===== config.mk =====
export PLATFORM = sky130hd
export DESIGN_NAME = popcount_pipe
export DESIGN_NICKNAME = d
export VERILOG_FILES = /design/src/rtl/popcount_pipe.sv
export SDC_FILE = /design/constraint.sdc
export NUM_CORES = 1
export LEC_CHECK = 0
export CAP_MARGIN = 20
export CORE_UTILIZATION = 40
export CTS_CLUSTER_DIAMETER = 80
export DETAILED_ROUTE_END_ITERATION = 12
export GPL_ROUTABILITY_DRIVEN = 0
export GPL_TIMING_DRIVEN = 1
export PLACE_DENSITY_LB_ADDON = 0.05
export RECOVER_POWER = 50
export SLEW_MARGIN = 5
export SYNTH_ARGS = -nofsm -noshare
export SYNTH_HDL_FRONTEND = slang
export SYNTH_SLANG_ARGS = --single-unit

===== constraint.sdc =====
create_clock -name clock -period 2.6 [get_ports clock]
set_clock_uncertainty 0.05 [all_clocks]
set_input_delay 0.52 -clock clock [delete_from_list [all_inputs] [get_ports clock]]
set_output_delay 0.52 -clock clock [all_outputs]
set_load 0.02 [all_outputs]

===== src/rtl/popcount_pipe.sv =====
// popcount_pipe: streaming pipelined popcount of a W-bit word; optional per-packet accumulation under POPCOUNT_PIPE_ACC_EN.
// Latency 1 + ceil(ceil(log2 W)/STEP) cycles, one word per cycle while out_ready is high.
// Backpressure: the whole pipe holds when out_valid & !out_ready; in_ready follows out_ready combinationally.
module popcount_pipe #(
  parameter int W     = 32,
  parameter int STEP  = 2,
  parameter int ACC_W = 16
) (
  input  logic             clock,
  input  logic             reset,
  input  logic             in_valid,
  output logic             in_ready,
  input  logic [W-1:0]     in_data,
  input  logic             in_last,
  output logic             out_valid,
  input  logic             out_ready,
  output logic [ACC_W-1:0] out_count,
  output logic             out_sat
);
  localparam int D  = (W > 1) ? $clog2(W) : 0;
  localparam int S  = (D + STEP - 1) / STEP;
  localparam int CW = $clog2(W + 1);

  logic             adv;
  logic             fin_vld;
  logic             fin_last;
  logic [ACC_W-1:0] fin_cnt;
  logic             vld_q;
  logic [ACC_W-1:0] cnt_q;

  assign adv      = !vld_q | out_ready;
  assign in_ready = adv & !reset;

  // Level k of the tree holds ceil(W/2^k) operands of k+1 bits (capped at CW,
  // which is still exact because the true total never exceeds W).
  for (genvar k = 0; k <= D; k++) begin : g_lvl
    localparam int N  = (W + (1 << k) - 1) >> k;
    localparam int LW = (k + 1 < CW) ? k + 1 : CW;
    logic [LW-1:0] sum [N];
    logic [LW-1:0] v   [N];

    if (k == 0) begin : g_in
      for (genvar i = 0; i < N; i++) begin : g_bit
        assign sum[i] = in_data[i];
      end
    end else begin : g_add
      localparam int PN = (W + (1 << (k - 1)) - 1) >> (k - 1);
      for (genvar i = 0; i < N; i++) begin : g_op
        if (2 * i + 1 < PN) begin : g_pair
          assign sum[i] = LW'(g_lvl[k-1].v[2*i]) + LW'(g_lvl[k-1].v[2*i+1]);
        end else begin : g_odd
          assign sum[i] = LW'(g_lvl[k-1].v[2*i]);
        end
      end
    end

    // Intermediate data needs no reset: only valid beats ever reach the output register.
    if (k < D && k % STEP == 0) begin : g_reg
      logic [LW-1:0] q [N];
      always_ff @(posedge clock) begin
        if (adv) q <= sum;
      end
      assign v = q;
    end else begin : g_comb
      assign v = sum;
    end
  end

  assign fin_cnt = ACC_W'(g_lvl[D].v[0]);

  if (S == 0) begin : g_vld0
    assign fin_vld  = in_valid & in_ready;
    assign fin_last = in_last;
  end else begin : g_vldp
    logic [S-1:0] pv_q;
    logic [S-1:0] pl_q;
    always_ff @(posedge clock) begin
      if (reset) begin
        pv_q <= '0;
        pl_q <= '0;
      end else if (adv) begin
        pv_q[0] <= in_valid;
        pl_q[0] <= in_last;
        for (int s = 1; s < S; s++) begin
          pv_q[s] <= pv_q[s-1];
          pl_q[s] <= pl_q[s-1];
        end
      end
    end
    assign fin_vld  = pv_q[S-1];
    assign fin_last = pl_q[S-1];
  end

`ifdef POPCOUNT_PIPE_ACC_EN
  logic [ACC_W-1:0] acc_q;
  logic             sticky_q;
  logic             sat_q;
  logic [ACC_W:0]   total;
  logic             ovf;
  logic [ACC_W-1:0] acc_next;

  always_comb begin
    total    = {1'b0, acc_q} + {1'b0, fin_cnt};
    ovf      = total[ACC_W];
    acc_next = ovf ? '1 : total[ACC_W-1:0];
  end

  // A last beat publishes the running total and restarts the packet in the same edge.
  always_ff @(posedge clock) begin
    if (reset) begin
      vld_q    <= 1'b0;
      cnt_q    <= '0;
      sat_q    <= 1'b0;
      acc_q    <= '0;
      sticky_q <= 1'b0;
    end else if (adv) begin
      vld_q <= fin_vld & fin_last;
      if (fin_vld) begin
        if (fin_last) begin
          cnt_q    <= acc_next;
          sat_q    <= sticky_q | ovf;
          acc_q    <= '0;
          sticky_q <= 1'b0;
        end else begin
          acc_q    <= acc_next;
          sticky_q <= sticky_q | ovf;
        end
      end
    end
  end

  assign out_sat = sat_q;
`else
  logic unused_last;
  assign unused_last = fin_last;

  always_ff @(posedge clock) begin
    if (reset) begin
      vld_q <= 1'b0;
      cnt_q <= '0;
    end else if (adv) begin
      vld_q <= fin_vld;
      if (fin_vld) cnt_q <= fin_cnt;
    end
  end

  assign out_sat = 1'b0;
`endif

  assign out_valid = vld_q;
  assign out_count = cnt_q;
endmodule


==> impl_metrics.csv <==
group,metric,value,unit
timing,setup_ws,0.0973,ns
cells_and_area,stdcell_count,414,
setup_path,cp-start-kind,"flip-flop",
synthesis,synthFlopType,"edfxtp_1",
detailed_routing,routed_wl,4810,um
cts,cts-buffers-inserted,9,
setup_path,cp-end-kind,"flip-flop",
setup_path,critPathTopFamily,"adder cells",
pwr,power.ir.vdd_worst,0.286,mV
place,dpl.hpwl,3380,um
cts,cts_tree,"built",
floorplanning,io_pins,56,
hold_path,hold_class,"flip-flop to flip-flop",
setup_path,path_max_fanout,2,
grt,grt-ovfl-total,0,
cts,h-tree-depth,3,
job,cap_violations,0,
place,place_inst,398,
cts,clk_path_buf_depth,2,
synthesis,postSynthAreaPerCell,14.5,um2
synthesis,synth.distinct_cells,32,
detailed_routing,vias,1843,
pwr,p_sw,989,uW
setup_path,cp_slowest_stage_delay,0.53,ns
grt,grt_max_degree,67,
grt,grt_pass1_wl,8440,um
setup_path,cp.required,2.65,ns
synthesis,ys_top_cells_by_area,"edfxtp_1 55%, fa_1 12%, ha_1 10%",
timing,setup_tns,0,ns
cts,cts-root-buf,"clkbuf_8",
timing,fin_crit,2.50,ns
cells_and_area,multiInputGateArea,0.00115,mm2
floorplanning,dieArea,0.00943,mm2
pwr,power_density,811,mW/mm2
floorplanning,chipHeight,97.1,um
hold_path,hp-start,"g_vldp.pv_q[1]",
setup_path,reg2reg_depth,8,
pwr,p_int,2.55,mW
pwr,total_power,3.54,mW
setup_path,path_class,"flip-flop to flip-flop",
synthesis,ys_ff_latch,76,
cells_and_area,fillers,778,
setup_path,reg2reg_slack,0.1,ns
synthesis,synth_compound_area_frac,0.0502,
setup_path,r2r_start,"g_lvl[2].g_reg.q[1]",
synthesis,synth_top_family_by_area,"adder cells",
detailed_routing,post_drt_wl_per_cell,11.6,um
setup_path,cp_common_cell,"fa_1",
place,port_buffers,43,
floorplanning,core_area,0.00872,mm2
detailed_routing,drtPass1Iterations,4,
cells_and_area,diodes,0,
cts,cts_setup_buffers,0,
floorplanning,die_x,97.1,um
setup_path,path_buf_inv,3,
cts,clock_latency,0.34,ns
cells_and_area,layout-drive-gt1-share,0.0784,
timing,hold_slack,0.404,ns
setup_path,endpoint,"g_lvl[4].g_reg.q[3]",
pwr,seqPwrFrac,0.471,
timing,finalSetupViolCount,0,
synthesis,synth_edf_count,66,
timing,fmax,400,MHz
grt,antenna_found_initial,0,
cts,cts-resized-gates,0,
detailed_routing,drt_iter0_markers,63,
cells_and_area,seq_area,0.00218,mm2
cells_and_area,fin_area,0.00436,mm2
synthesis,netlist_area,0.00362,mm2
detailed_routing,drc,0,
floorplanning,initial_core_util,0.415,
pwr,p_sw_frac,0.280,
timing,finalMaxSlewViolations,0,
setup_path,crit_arrival,2.55,ns
timing,period_share,0.963,
cts,clkTransAtPathRegs,0.08,ns
setup_path,crit_path_top_delay_cell,"fa_1",
synthesis,synthArstFlopShare,0,
synthesis,synth-warning-count,0,
synthesis,synth_xor_area_frac,0.00726,
floorplanning,row_count,34,
pwr,power_frac_clock,0.277,
cells_and_area,area_growth,20.6,%
cts,clock-sinks,76,
synthesis,synth-adder-area-share,0.217,
timing,hold_violations,0,
run_status,status,"completed",
cells_and_area,fin_nets,388,
grt,track_usage,0.115,
timing,rsz0062_at_grt,"false",
grt,grt_pass1_vias,1855,
place,place_area,0.00415,mm2
place,detailedPlace.worstSlack,0.0606,ns
setup_path,crit_cells,8,
setup_path,cp_cell_sequence,"inv_2 > fa_1 > inv_1 > fa_1 > ha_2 > inv_2 > fa_1 > xnor2_1",
detailed_routing,antenna_left,0,
synthesis,synthSimpleGateAreaFrac,0.0308,
cells_and_area,finish.utilization,0.500,
cts,cts_hold_buf,0,
synthesis,synthCells,249,
detailed_routing,viasPerCell,4.45,
setup_path,r2r_end,"g_lvl[4].g_reg.q[3]",
setup_path,cp-startpoint,"g_lvl[2].g_reg.q[1]",
synthesis,synthMuxAreaShare,0,
synthesis,synth.top_cell.area_share,0.548,
pwr,p_leak,1.95,nW
pwr,comb_power_share,0.252,
synthesis,synth-seq-area-share,0.603,
synthesis,post-synth-top-area-cell,"edfxtp_1",
[flip-flops by register name, indices dropped and copies added, names as in the netlist]
register and flops:
out_valid 1, g_vldp.pv_q 3, out_count 6, g_lvl.g_reg.q 66
[cell families (layout without fill, tap and decap cells)]
family / count (synthesis) / after routing
other cells: 1 / 11
xor+xnor: 3 / 3
buf+inv: 73 / 120
fa+ha+maj: 50 / 50
flops: 76 / 76
compound gates: 26 / 26
simple gates: 20 / 20
[cell usage in the layout (no fill, tap or decap), types with 2 or more instances in the layout]
cell type / Yosys / final
edfxtp_1: 66 / 66
inv_1: 56 / 55
dlygate4sd3_1: 0 / 39
ha_1: 29 / 28
fa_1: 21 / 21
conb_1: 1 / 11
dfxtp_1: 10 / 10
a21oi_1: 9 / 9
clkbuf_8: 0 / 9
nand2_1: 7 / 7
a21o_1: 5 / 5
o21ai_0: 4 / 4
clkdlybuf4s50_1: 0 / 4
nand3_1: 3 / 3
inv_2: 1 / 2
xnor2_1: 2 / 2
nor2_1: 2 / 2
nand4b_1: 2 / 2
nor2b_1: 2 / 2
o211ai_1: 2 / 2
clkbuf_1: 0 / 2
clkinvlp_4: 0 / 2
bufinv_16: 0 / 2
[power by group through the flow]
stage               clock [mW]  combinational (mW)  sequential, mW
floorplan                    0               0.658            1.68
global placement             0               0.901            1.70
detailed placement           0               0.916            1.70
CTS                       1.02               0.926            1.67
global route              1.06                1.06            1.69
finish                   0.980               0.892            1.66
[synth_stat cells (2+ instances only)]
master	n
edfxtp_1	66
inv_1	56
ha_1	29
fa_1	21
buf_4	11
dfxtp_1	10
a21oi_1	9
nand2_1	7
a21o_1	5
o21ai_0	4
buf_2	3
nand3_1	3
nand4b_1	2
nor2_1	2
nor2b_1	2
o211ai_1	2
xnor2_1	2
[routing by layer]
metal,part of all wire,up-vias,global-route usage
li1,-,917,-
met1,0.48,875,0.149
met2,0.46,47,0.180
met3,0.048,4,0.0388
met4,0.011,0,0.0413
met5,0,-,0
[worst min-delay path, delay by kind of cell (launching register included)]
| kind | cells | cell delay [ns] |
|---|---|---|
| flops | 1 | 0.32 |
| simple gates | 1 | 0.05 |
| compound gates | 1 | 0.05 |
[how the worst min path moves through the flow]
stage / endpoint / cells past startpoint / slack, ns
after floorplan: g_vldp.pv_q[0] / 2 / 0.38
after global placement: g_vldp.pv_q[0] / 2 / 0.39
after detailed placement: g_vldp.pv_q[0] / 2 / 0.39
after CTS: g_vldp.pv_q[0] / 2 / 0.41
after global routing: g_vldp.pv_q[1] / 2 / 0.44
final: g_vldp.pv_q[1] / 2 / 0.40
[cell type report]
| type | instances | area share |
|---|---|---|
| Tap cell | 108 | 0.0310 |
| Timing Repair Buffer | 46 | 0.106 |
| Clock buffer | 10 | 0.0293 |
| Clock inverter | 6 | 0.0204 |
| Multi-Input combinational cell | 110 | 0.263 |
| Inverter | 58 | 0.0505 |
| Sequential cell | 76 | 0.500 |
No activity file was read; power rests on OpenSTA's default activity.
